<file path="src/rtl/alu16_word_seq.sv">
// Runs 16-bit word ops through the shared 8-bit ALU as two byte passes.
// Chains carry between passes and returns the word result with N/Z/C/V flags.
module alu16_word_seq #(
  parameter bit RDY_GATE = 1'b1
) (
  input  logic        clk,
  input  logic        reset,
  input  logic        RDY,
  input  logic        req_valid,
  output logic        req_ready,
  input  logic [2:0]  req_cmd,
  input  logic [15:0] req_a,
  input  logic [15:0] req_b,
  input  logic        req_ci,
  output logic        res_valid,
  input  logic        res_ready,
  output logic [15:0] res_data,
  output logic        res_n,
  output logic        res_z,
  output logic        res_c,
  output logic        res_v,
  output logic        alu_sel,
  output logic [3:0]  alu_op,
  output logic        alu_right,
  output logic        alu_arith,
  output logic [7:0]  alu_AI,
  output logic [7:0]  alu_BI,
  output logic        alu_CI,
  output logic        alu_BCD,
  input  logic [7:0]  alu_OUT,
  input  logic        alu_CO,
  input  logic        alu_V
);

  localparam logic [2:0] CMD_ADD  = 3'b000;
  localparam logic [2:0] CMD_SUB  = 3'b001;
  localparam logic [2:0] CMD_INW  = 3'b010;
  localparam logic [2:0] CMD_DEW  = 3'b011;
  localparam logic [2:0] CMD_ASW  = 3'b100;
  localparam logic [2:0] CMD_ROW  = 3'b101;
  localparam logic [2:0] CMD_ASRW = 3'b110;
  localparam logic [2:0] CMD_RORW = 3'b111;

  typedef enum logic [2:0] {IDLE, P1, P2, FIN, DONE} state_t;

  state_t      state_q, state_d;
  logic [2:0]  cmd_q, cmd_d;
  logic [15:0] a_q, a_d;
  logic [15:0] b_q, b_d;
  logic        ci_q, ci_d;
  logic [7:0]  byte_q, byte_d;
  logic [15:0] res_data_q, res_data_d;
  logic        res_n_q, res_n_d;
  logic        res_z_q, res_z_d;
  logic        res_c_q, res_c_d;
  logic        res_v_q, res_v_d;

  logic        adv;
  logic        is_right;
  logic        first;
  logic        lo_sel;
  logic [7:0]  a_byte;
  logic [7:0]  b_byte;
  logic [15:0] word;
  logic        first_ci;

  assign adv      = RDY | ~RDY_GATE;
  assign is_right = cmd_q[2] & cmd_q[1];
  assign first    = (state_q == P1);
  // Right shifts walk high byte first so the carry moves downward.
  assign lo_sel   = first ^ is_right;
  assign a_byte   = lo_sel ? a_q[7:0] : a_q[15:8];
  assign b_byte   = lo_sel ? b_q[7:0] : b_q[15:8];
  assign word     = is_right ? {byte_q, alu_OUT} : {alu_OUT, byte_q};

  assign req_ready = (state_q == IDLE);
  assign res_valid = (state_q == DONE);
  assign res_data  = res_data_q;
  assign res_n     = res_n_q;
  assign res_z     = res_z_q;
  assign res_c     = res_c_q;
  assign res_v     = res_v_q;
  assign alu_BCD   = 1'b0;

  always_ff @(posedge clk or posedge reset) begin
    if (reset) begin
      state_q    <= IDLE;
      cmd_q      <= 3'b000;
      a_q        <= 16'h0000;
      b_q        <= 16'h0000;
      ci_q       <= 1'b0;
      byte_q     <= 8'h00;
      res_data_q <= 16'h0000;
      res_n_q    <= 1'b0;
      res_z_q    <= 1'b0;
      res_c_q    <= 1'b0;
      res_v_q    <= 1'b0;
    end else begin
      state_q    <= state_d;
      cmd_q      <= cmd_d;
      a_q        <= a_d;
      b_q        <= b_d;
      ci_q       <= ci_d;
      byte_q     <= byte_d;
      res_data_q <= res_data_d;
      res_n_q    <= res_n_d;
      res_z_q    <= res_z_d;
      res_c_q    <= res_c_d;
      res_v_q    <= res_v_d;
    end
  end

  always_comb begin
    state_d    = state_q;
    cmd_d      = cmd_q;
    a_d        = a_q;
    b_d        = b_q;
    ci_d       = ci_q;
    byte_d     = byte_q;
    res_data_d = res_data_q;
    res_n_d    = res_n_q;
    res_z_d    = res_z_q;
    res_c_d    = res_c_q;
    res_v_d    = res_v_q;
    case (state_q)
      IDLE: begin
        if (req_valid) begin
          cmd_d   = req_cmd;
          a_d     = req_a;
          b_d     = req_b;
          ci_d    = req_ci;
          state_d = P1;
        end
      end
      P1: if (adv) state_d = P2;
      P2: begin
        if (adv) begin
          byte_d  = alu_OUT;
          state_d = FIN;
        end
      end
      FIN: begin
        res_data_d = word;
        res_c_d    = alu_CO;
        res_n_d    = word[15];
        res_z_d    = (word == 16'h0000);
        res_v_d    = ~cmd_q[2] & alu_V;
        state_d    = DONE;
      end
      DONE: if (res_ready) state_d = IDLE;
      default: state_d = IDLE;
    endcase
  end

  // Byte 2 always takes the ALU's registered carry from byte 1.
  always_comb begin
    alu_sel   = 1'b0;
    alu_op    = 4'b0000;
    alu_right = 1'b0;
    alu_arith = 1'b0;
    alu_AI    = 8'h00;
    alu_BI    = 8'h00;
    alu_CI    = 1'b0;
    first_ci  = 1'b0;
    if (state_q == P1 || state_q == P2) begin
      alu_sel = 1'b1;
      alu_AI  = a_byte;
      case (cmd_q)
        CMD_ADD: begin
          alu_op   = 4'b0011;
          alu_BI   = b_byte;
          first_ci = ci_q;
        end
        CMD_SUB: begin
          alu_op   = 4'b0111;
          alu_BI   = b_byte;
          first_ci = ci_q;
        end
        CMD_INW: begin
          alu_op   = 4'b0011;
          first_ci = 1'b1;
        end
        CMD_DEW: begin
          alu_op   = 4'b0111;
          alu_BI   = first ? 8'h01 : 8'h00;
          first_ci = 1'b1;
        end
        CMD_ASW: alu_op = 4'b1011;
        CMD_ROW: begin
          alu_op   = 4'b1011;
          first_ci = ci_q;
        end
        CMD_ASRW: begin
          alu_op    = 4'b1111;
          alu_right = 1'b1;
          alu_arith = first;
        end
        CMD_RORW: begin
          alu_op    = 4'b1111;
          alu_right = 1'b1;
          first_ci  = ci_q;
        end
        default: alu_op = 4'b0000;
      endcase
      alu_CI = first ? first_ci : alu_CO;
    end
  end

endmodule
</file>
<file path="config.mk">
export PLATFORM = sky130hd
export DESIGN_NAME = alu16_word_seq
export DESIGN_NICKNAME = d
export VERILOG_FILES = /design/src/rtl/alu16_word_seq.sv
export SDC_FILE = /design/constraint.sdc
export NUM_CORES = 1
export LEC_CHECK = 0
export ABC_AREA = 1
export BUFFER_PORTS_ARGS = -buffer_cell sky130_fd_sc_hd__buf_2
export CORE_AREA = 2 2 95 97
export CTS_BUF_LIST = sky130_fd_sc_hd__clkbuf_8
export DETAILED_ROUTE_END_ITERATION = 10
export DIE_AREA = 0 0 97 99
export MAX_ROUTING_LAYER = met4
export PLACE_DENSITY_LB_ADDON = 0.3
export SLEW_MARGIN = 20
export SYNTH_ARGS = -nofsm -noshare
export SYNTH_HDL_FRONTEND = slang
export SYNTH_SLANG_ARGS = --single-unit
</file>
<file path="constraint.sdc">
create_clock -name clk -period 5.05 [get_ports clk]
set_input_delay 0.2525 -clock clk [delete_from_list [all_inputs] [get_ports clk]]
set_output_delay 0.2525 -clock clk [all_outputs]
set_load 0.01 [all_outputs]
</file>
== Word-level counts from Yosys, hierarchy flattened ==
Index checks and enable logic that the tools add are counted.

* Register bits: 67
* Logic and storage cells: 66
* Bits of input ports: 51

* Equal/unequal tests: 15
* Bitwise gates (word level): 4
* Reduce and logical (&&, ||, !) cells: 14
* Mux-type cells: 22

{| class="wikitable"
|+ Operators with widths
! kind !! number
|-
| 2-to-1 mux 8 bit || 4
|-
| logical NOT 16 bit || 1
|-
| 2-to-1 mux 16 bit || 1
|-
| case mux 4 bit (4 select lines) || 1
|-
| case mux 8 bit (2 select lines) || 1
|-
| == test 3 bit, second input constant || 5
|-
| case mux 3 bit (5 select lines) || 1
|-
| == test 3 x 2 -> 1 bit, second input constant || 4
|-
| 2-to-1 mux 3 bit || 4
|-
| OR reduction 2 bit || 6
|-
| 2-to-1 mux 1 bit || 8
|-
| == test 3 x 1 -> 1 bit, second input constant || 2
|-
| logical NOT 3 bit || 2
|-
| 2-to-1 mux 4 bit || 1
|-
| != test 2 x 1 -> 1 bit, second input constant || 2
|-
| != test 2 bit, second input constant || 2
|-
| AND reduction 2 bit || 2
|-
| AND reduction 4 bit || 1
|-
| OR reduction 4 bit || 1
|-
| bitwise AND 1 bit || 2
|-
| case mux 1 bit (2 select lines) || 1
|-
| logical OR 1 bit || 1
|-
| inverter 1 bit || 1
|-
| XOR 1 bit || 1
|}

== Logic depth before layout (Yosys ltp) ==
Gate-level depths: netlist of run 1.

* Depth in word-level cells: 5
* Gate-level depth with buffers: 10
* Mapped depth without buffers: 8

== Least setup slack after synthesis of run 1 ==
No wires, ideal clock.

* Path type: register to output
* Start: register state_q[1]
* End: output port alu_BI[3]
* Data required time: 4798 ps
* Setup slack: 3526 ps
* Buffers on the path: 1
* Arrival: 1272 ps
* Cell stages (with the launch flop): 8
* Path through: dfrtp_1 > buf_6 > nand3b_2 > nand2_2 > inv_4 > nor2_8 > o21ai_0 > nor2_1

* Longest elaborated chain between the ends: 5
* Elaborated cells between the ends (all ways): 7
* Those cells by class: 2 x eq/ne; 3 x mux; 1 x bitwise; 1 x reduce/logical

{| class="wikitable"
|+ Ends and longest elaborated chain
! element !! line !! RTL
|-
| from (decl) || 46 || <nowiki>state_t state_q, state_d;</nowiki>
|-
| from (signal assigned) || 99 || <nowiki>state_q <= state_d;</nowiki>
|-
| == test 3 x 1 -> 1 bit || 69, 165 ||
|-
| XOR 1 bit || 71 || <nowiki>assign lo_sel = first ^ is_right;</nowiki>
|-
| 2-to-1 mux 8 bit || 73 || <nowiki>assign b_byte = lo_sel ? b_q[7:0] : b_q[15:8];</nowiki>
|-
| case mux 8 bit (2 select lines) || 168 || <nowiki>case (cmd_q)</nowiki>
|-
| 2-to-1 mux 8 bit (*) || 165 || <nowiki>if (state_q == P1 || state_q == P2) begin</nowiki>
|-
| to (decl) || 27 || <nowiki>output logic [7:0] alu_BI,</nowiki>
|}

Every way passes the cells marked *; elsewhere a longest branch is shown, timed or not.

== Worst setup path after layout of run 1 ==
* Start: register cmd_q[2]
* End: output port alu_AI[6]

* Longest elaborated chain between the ends: 4

{| class="wikitable"
|+ Ends and longest elaborated chain
! element !! line !! RTL
|-
| from (decl) || 47 || <nowiki>logic [2:0] cmd_q, cmd_d;</nowiki>
|-
| from (signal assigned) || 100 || <nowiki>cmd_q <= cmd_d;</nowiki>
|-
| bitwise AND 1 bit || 68 || <nowiki>assign is_right = cmd_q[2] & cmd_q[1];</nowiki>
|-
| XOR 1 bit || 71 ||
|-
| 2-to-1 mux 8 bit || 72 || <nowiki>assign a_byte = lo_sel ? a_q[7:0] : a_q[15:8];</nowiki>
|-
| 2-to-1 mux 8 bit || 165 ||
|-
| to (decl) || 26 || <nowiki>output logic [7:0] alu_AI,</nowiki>
|}

No other way between the ends.

==> impl_results.md, run 1 <==
- DRT Pass-1 Iters: 4
- Worst endpoint required time: 4.80 ns
- Sw Ratio: 46.5%
- Gate count of the mapped netlist: 414
- Worst-Skew Late Latency: 0.33 ns
- Non-filler cells, final: 607
- WP data arrival: 2.70 ns
- Root Buffer: clkbuf_8
- Cell count after placement: 591
- Chip width: 97 um
- Clk slew on worst S/H paths: 0.07 ns
- Max-cap violations: 0
- Crit path max fanout: 21
- Combinational share of power: 49.1%
- P per Cell Area: 678 mW/mm^2
- Grt total ovfl: 0
- Max Used Layer: met4
- P_int: 0.00143 W
- Core area: 0.00855 mm^2
- Seq pwr share: 36.3%
- Most common cell in the netlist: nand2_1
- Post-synth EDFFs: 0
- Hold Vio Cnt, Final: 0
- Drt wl/cell: 13.4 um
- Cell row count: 34
- Crit path capture type: output pin
- # port buffers: 96
- Final GP Congestion: 0.807
- WHS: 0.137 ns
- Initial antenna violation count: 0
- Io pins: 98
- Die area: 0.00960 mm^2
- Final Cycle Share: 58.4%
- DRC viols: 0
- Post-synth ARST share: 100%
- Antenna cell count: 0
- DP Worst Slack: 2.43 ns
- Synth Register Bits: 66
- Status: finished, final reports clean
- Net Switching: 0.00124 W
- Crit path kind: reg2out
- Finish-stage setup viols: 0
- Static leakage: 2.12 nW
- Max-slew violation count: 0
- DRT Wirelength: 8140 um
- Max clock buf depth: 2
- First-pass GRT wire length: 14000 um
- Via density: 4.87
- Clock Skews: 0.00878 ns
- Sequential share of the synthesized area: 49.6%
- Synthesized cell area: 0.00333 mm^2
- Post-Syn Area per Cell: 8.05 um^2
- Post-route setup TNS: 0 ns
- Setup WS post-layout: 2.10 ns
- Worst-Margin Slew: 0.847 ns
- Peak VDD IR: 290 uV
- Post-synth top cells: nand2_1, nor2_1, dfrtp_1
- Fmax: 339 MHz
- Pin count of the biggest net entering global routing: 67
- YS warnings: 0
- Initial Util: 39.0%
- DRT met1 WL: 3950 um
- Critical path startpoint category: register
- Final antenna-violating net count: 0
- Area share of the largest cell type after synthesis: 49.6%
- Via count: 2958
- Chip Height: 99 um
- Min cycle time layout: 2.95 ns
- CTS buffer count: 9
- Top FF cell, synth: dfrtp_1
- Count of cells resized by post-cts repair: 0
- Met2 wire len: 3590 um
- Layout area overhead: 18.1%
- Clk sinks: 66
- H-Tree Depth: 3
- Unique masters post-synth: 28
- CTS Hold Bufs: 0
- Slew HR: 43.6%
- CTS tree: yes
- Number of global-route vias before repair: 2908
- Starting DRT DRC Count: 147
- Synth top area cells: dfrtp_1, nand2_1, nor2_1
- Final HPWL DP: 5600 um
- Fin util: 46.0%
- Syn_nets: 465
- RSZ-0062 raised after global routing: false
- Nets: 545
- Met3 wire length: 505 um
- Share of cells above drive strength 1: 28.5%
- Setup repair bufs after CTS: 0
- Clock share of power: 14.6%
- Yosys top cell by area: dfrtp_1
- Gr usage total: 18.6%
- Worst hold path type: in2reg
[registers in the layout, summed over array words and instances, names as in the netlist]
| signal | flops |
|---|---|
| res_z | 1 |
| res_v | 1 |
| a_q | 16 |
| res_c | 1 |
| b_q | 16 |
| cmd_q | 3 |
| byte_q | 8 |
| state_q | 3 |
| ci_q | 1 |
| res_data | 16 |
[cells by family after synthesis]
group                  after synthesis  synth area share [%]
other                                1                 0.113
buffers and inverters               43                  7.47
muxes                                7                  2.37
and+or+nand+nor                    253                  32.7
DFF                                 66                  49.6
AOI/OAI and AO/OA                   44                  7.77
[layout make-up]
cell class                      instances  area [um^2]
Sequential cell                        66         1650
Fill cell                             893         4610
Clock inverter                          6         33.8
Multi-Input combinational cell        305         1430
Inverter                               15         58.8
Clock buffer                           10          138
Tap cell                              108          135
Timing Repair Buffer                   97          488
[layout by cell type, fill, tap and decap left out, drive strengths merged]
cell and instances:
o21ai 20, dfrtp 66, inv 16, o221ai 1, a21oi 10, nand3 52
or2 1, buf 97, clkbuf 10, nor2 71, clkinvlp 2, conb 1
nand2 127, a31oi 13, nand3b 1, nor3 1, mux2 7, clkinv 3
[worst max-delay path, cell delays in order, from the launching register on]
cell and delay, ns:
dfrtp_1 0.68, nand2_1 0.57, inv_1 0.30, nand2_1 0.11
nand2_2 0.31, o21ai_0 0.14, nor2_1 0.10, buf_2 0.14
[routing by layer]
layer	track usage [%]	vias up
li1	-	1493
met1	25.4	1350
met2	28.4	106
met3	3.69	9
met4	5.20	0
met5	-	-
[power groups by stage]
stage	combinational [W]	sequential [W]	clock (W)
global route	0.00150	0.00101	0.000426
floorplan	0.00106	0.000941	0
finish	0.00131	0.000968	0.000390
detailed placement	0.00133	0.000979	0
global placement	0.00132	0.000962	0
CTS	0.00134	0.000970	0.000407
[final timing paths]
check,slack (ns),end,cells after the start,from
min,0.14,res_c,3,alu_CO
min reg2reg,0.47,a_q[10],2,a_q[10]
max reg2reg,2.62,cmd_q[2],6,state_q[0]
max in group asynchronous,4.33,res_data[3],3,reset
max,2.10,alu_AI[6],7,cmd_q[2]
min in group asynchronous,0.16,res_data[2],3,reset
[stage by stage]
stage | power [W] | area [um^2]
2_1_floorplan | 0.00200 | 3330
3_3_place_gp | 0.00228 | 3760
3_5_place_dp | 0.00231 | 3760
4_1_cts | 0.00271 | 3940
5_1_grt | 0.00294 | 3940
6_report | 0.00267 | 3940
Note: power is estimated with default switching activity, not from simulation.
==> run 2, diff against run 1 <==
==> constraint.sdc (replaced) <==
create_clock -name clk -period 2.68 [get_ports clk]
set_input_delay 0.134 -clock clk [delete_from_list [all_inputs] [get_ports clk]]
set_output_delay 0.134 -clock clk [all_outputs]
set_load 0.01 [all_outputs]
==> impl_results.md, run 2 (synthesis gave the netlist of run 1 again) <==
- Root Buffer: clkbuf_8
- Non-filler cells, final: 623
- Slew HR: 47.5%
- Fmax: 420 MHz
- Io pins: 98
- Starting DRT DRC Count: 141
- Final Cycle Share: 88.8%
- Critical path startpoint category: register
- DRT Pass-1 Iters: 6
- Clk sinks: 66
- FF+latch area: 0.00165 mm^2
- Critical R2R Launch: cmd_q[2]
- Final antenna-violating net count: 0
- Nets: 561
- First-pass GRT wire length: 14100 um
- Pin count of the biggest net entering global routing: 41
- Number of global-route vias before repair: 2975
- CTS buffer count: 9
- Core area: 0.00855 mm^2
- Crit path kind: reg2out
- WP data arrival: 2.24 ns
- Crit path max fanout: 18
- WHS: 0.00831 ns
- Drt wl/cell: 13.4 um
- Worst hold path type: in2reg
- CTS tree: yes
- Die area: 0.00960 mm^2
- Final HPWL DP: 5690 um
- Most common cell after layout, fill and taps aside: nand2_1
- # port buffers: 96
- Commonest non-fill, non-tap cells in the layout: nand2_1, buf_2, nor2_1, dfrtp_1, nand3_1
- P per Cell Area: 1280 mW/mm^2
- RSZ-0062 raised after global routing: false
- Share of cells above drive strength 1: 28.3%
- Chip Height: 99 um
- Reg2reg end: res_z
- Via density: 4.89
- Antenna cell count: 0
- Chip width: 97 um
- Post-route setup TNS: 0 ns
- Hold Vio Cnt, Final: 0
- Initial Util: 39.0%
- Clock Skews: 0.0139 ns
- Reg2reg setup slack: 0.87 ns
- DRC viols: 0
- Hold Path Sink: a_q[15]
- Via count: 3048
- Combinational share of power: 47.9%
- Gr usage total: 18.9%
- H-Tree Depth: 3
- R2R depth: 9
- Cell count after placement: 595
- Crit path capture type: output pin
- Peak VDD IR: 569 uV
- Status: finished, final reports clean
- Initial antenna violation count: 0
- Static leakage: 2.22 nW
- Clk slew on worst S/H paths: 0.08 ns
- Fill cell count: 855
- Final GP Congestion: 0.824
- Clock share of power: 17.8%
- Worst-Margin Slew: 0.785 ns
- Fin area: 0.00413 mm^2
- P_int: 0.00292 W
- Worst endpoint required time: 2.55 ns
- Layout area overhead: 24.1%
- Fin util: 48.3%
- Hold Path Origin: req_a[15]
- Worst-Skew Late Latency: 0.36 ns
- Max-slew violation count: 0
- Max clock buf depth: 2
- Hold Path Depth: 3
- DRT Wirelength: 8350 um
- Cell row count: 34
- Max-cap violations: 0
- Min cycle time layout: 2.38 ns
- Net Switching: 0.00237 W
- Finish-stage setup viols: 0
- Sw Ratio: 44.9%
- Grt total ovfl: 0
- Area of the multi-input gates: 0.00143 mm^2
- Seq pwr share: 34.3%
- Placed Area: 0.00379 mm^2
## run 2: per-stage QoR
stage                     setup WS, ns  power [W]
after global routing            0.0450    0.00575
after detailed placement         0.691    0.00438
after global placement           0.741    0.00432
after CTS                        0.300    0.00534
final                            0.301    0.00529
after floorplan                  0.891    0.00376
## run 2: worst max-delay path: stages, from the launching register on
cell and delay, ns:
dfrtp_1 0.68, nand2_1 0.21, inv_1 0.17, nand2_1 0.10, nand2_2 0.32, o21ai_0 0.16
nor2_1 0.11, buf_2 0.14
## run 2: area by class of cell
type	instances	area share, %
sequential	66	40.0
tap	108	3.27
clock buffer	10	3.33
inverter	15	1.42
multi-input combinational	305	34.6
clock inverter	6	1.97
timing repair buffer	113	15.4
## run 2: repair_timing
item,4_1_cts,5_1_grt
hold endpoints to repair,45,0
gates resized for setup,0,0
hold buffers,12,0
setup buffers,0,0
## run 2: power by group through the flow
stage	registers [W]	clock network (W)	logic, W
5_1_grt	0.00188	0.000998	0.00287
6_report	0.00181	0.000939	0.00253
4_1_cts	0.00182	0.000958	0.00257
2_1_floorplan	0.00177	0	0.00199
3_3_place_gp	0.00181	0	0.00251
3_5_place_dp	0.00183	0	0.00255
## run 2: worst max-delay path by stage
stage / start / end / slack (ns) / cells past startpoint
after floorplan: reset / a_q[0] / 0.89 / 1
after global placement: cmd_q[2] / alu_AI[2] / 0.74 / 7
after detailed placement: cmd_q[2] / alu_AI[3] / 0.69 / 7
after CTS: cmd_q[2] / alu_AI[3] / 0.30 / 7
after global routing: cmd_q[2] / alu_AI[6] / 0.05 / 7
final: cmd_q[2] / alu_AI[3] / 0.30 / 7
## run 2: layer usage
metal | track usage [%] | share of wire [%] | vias to the layer above
li1 | - | - | 1532
met5 | - | 0 | -
met4 | 5.31 | 1.7 | 0
met1 | 23.6 | 46 | 1407
met2 | 29.6 | 46 | 97
met3 | 6.10 | 6.6 | 12
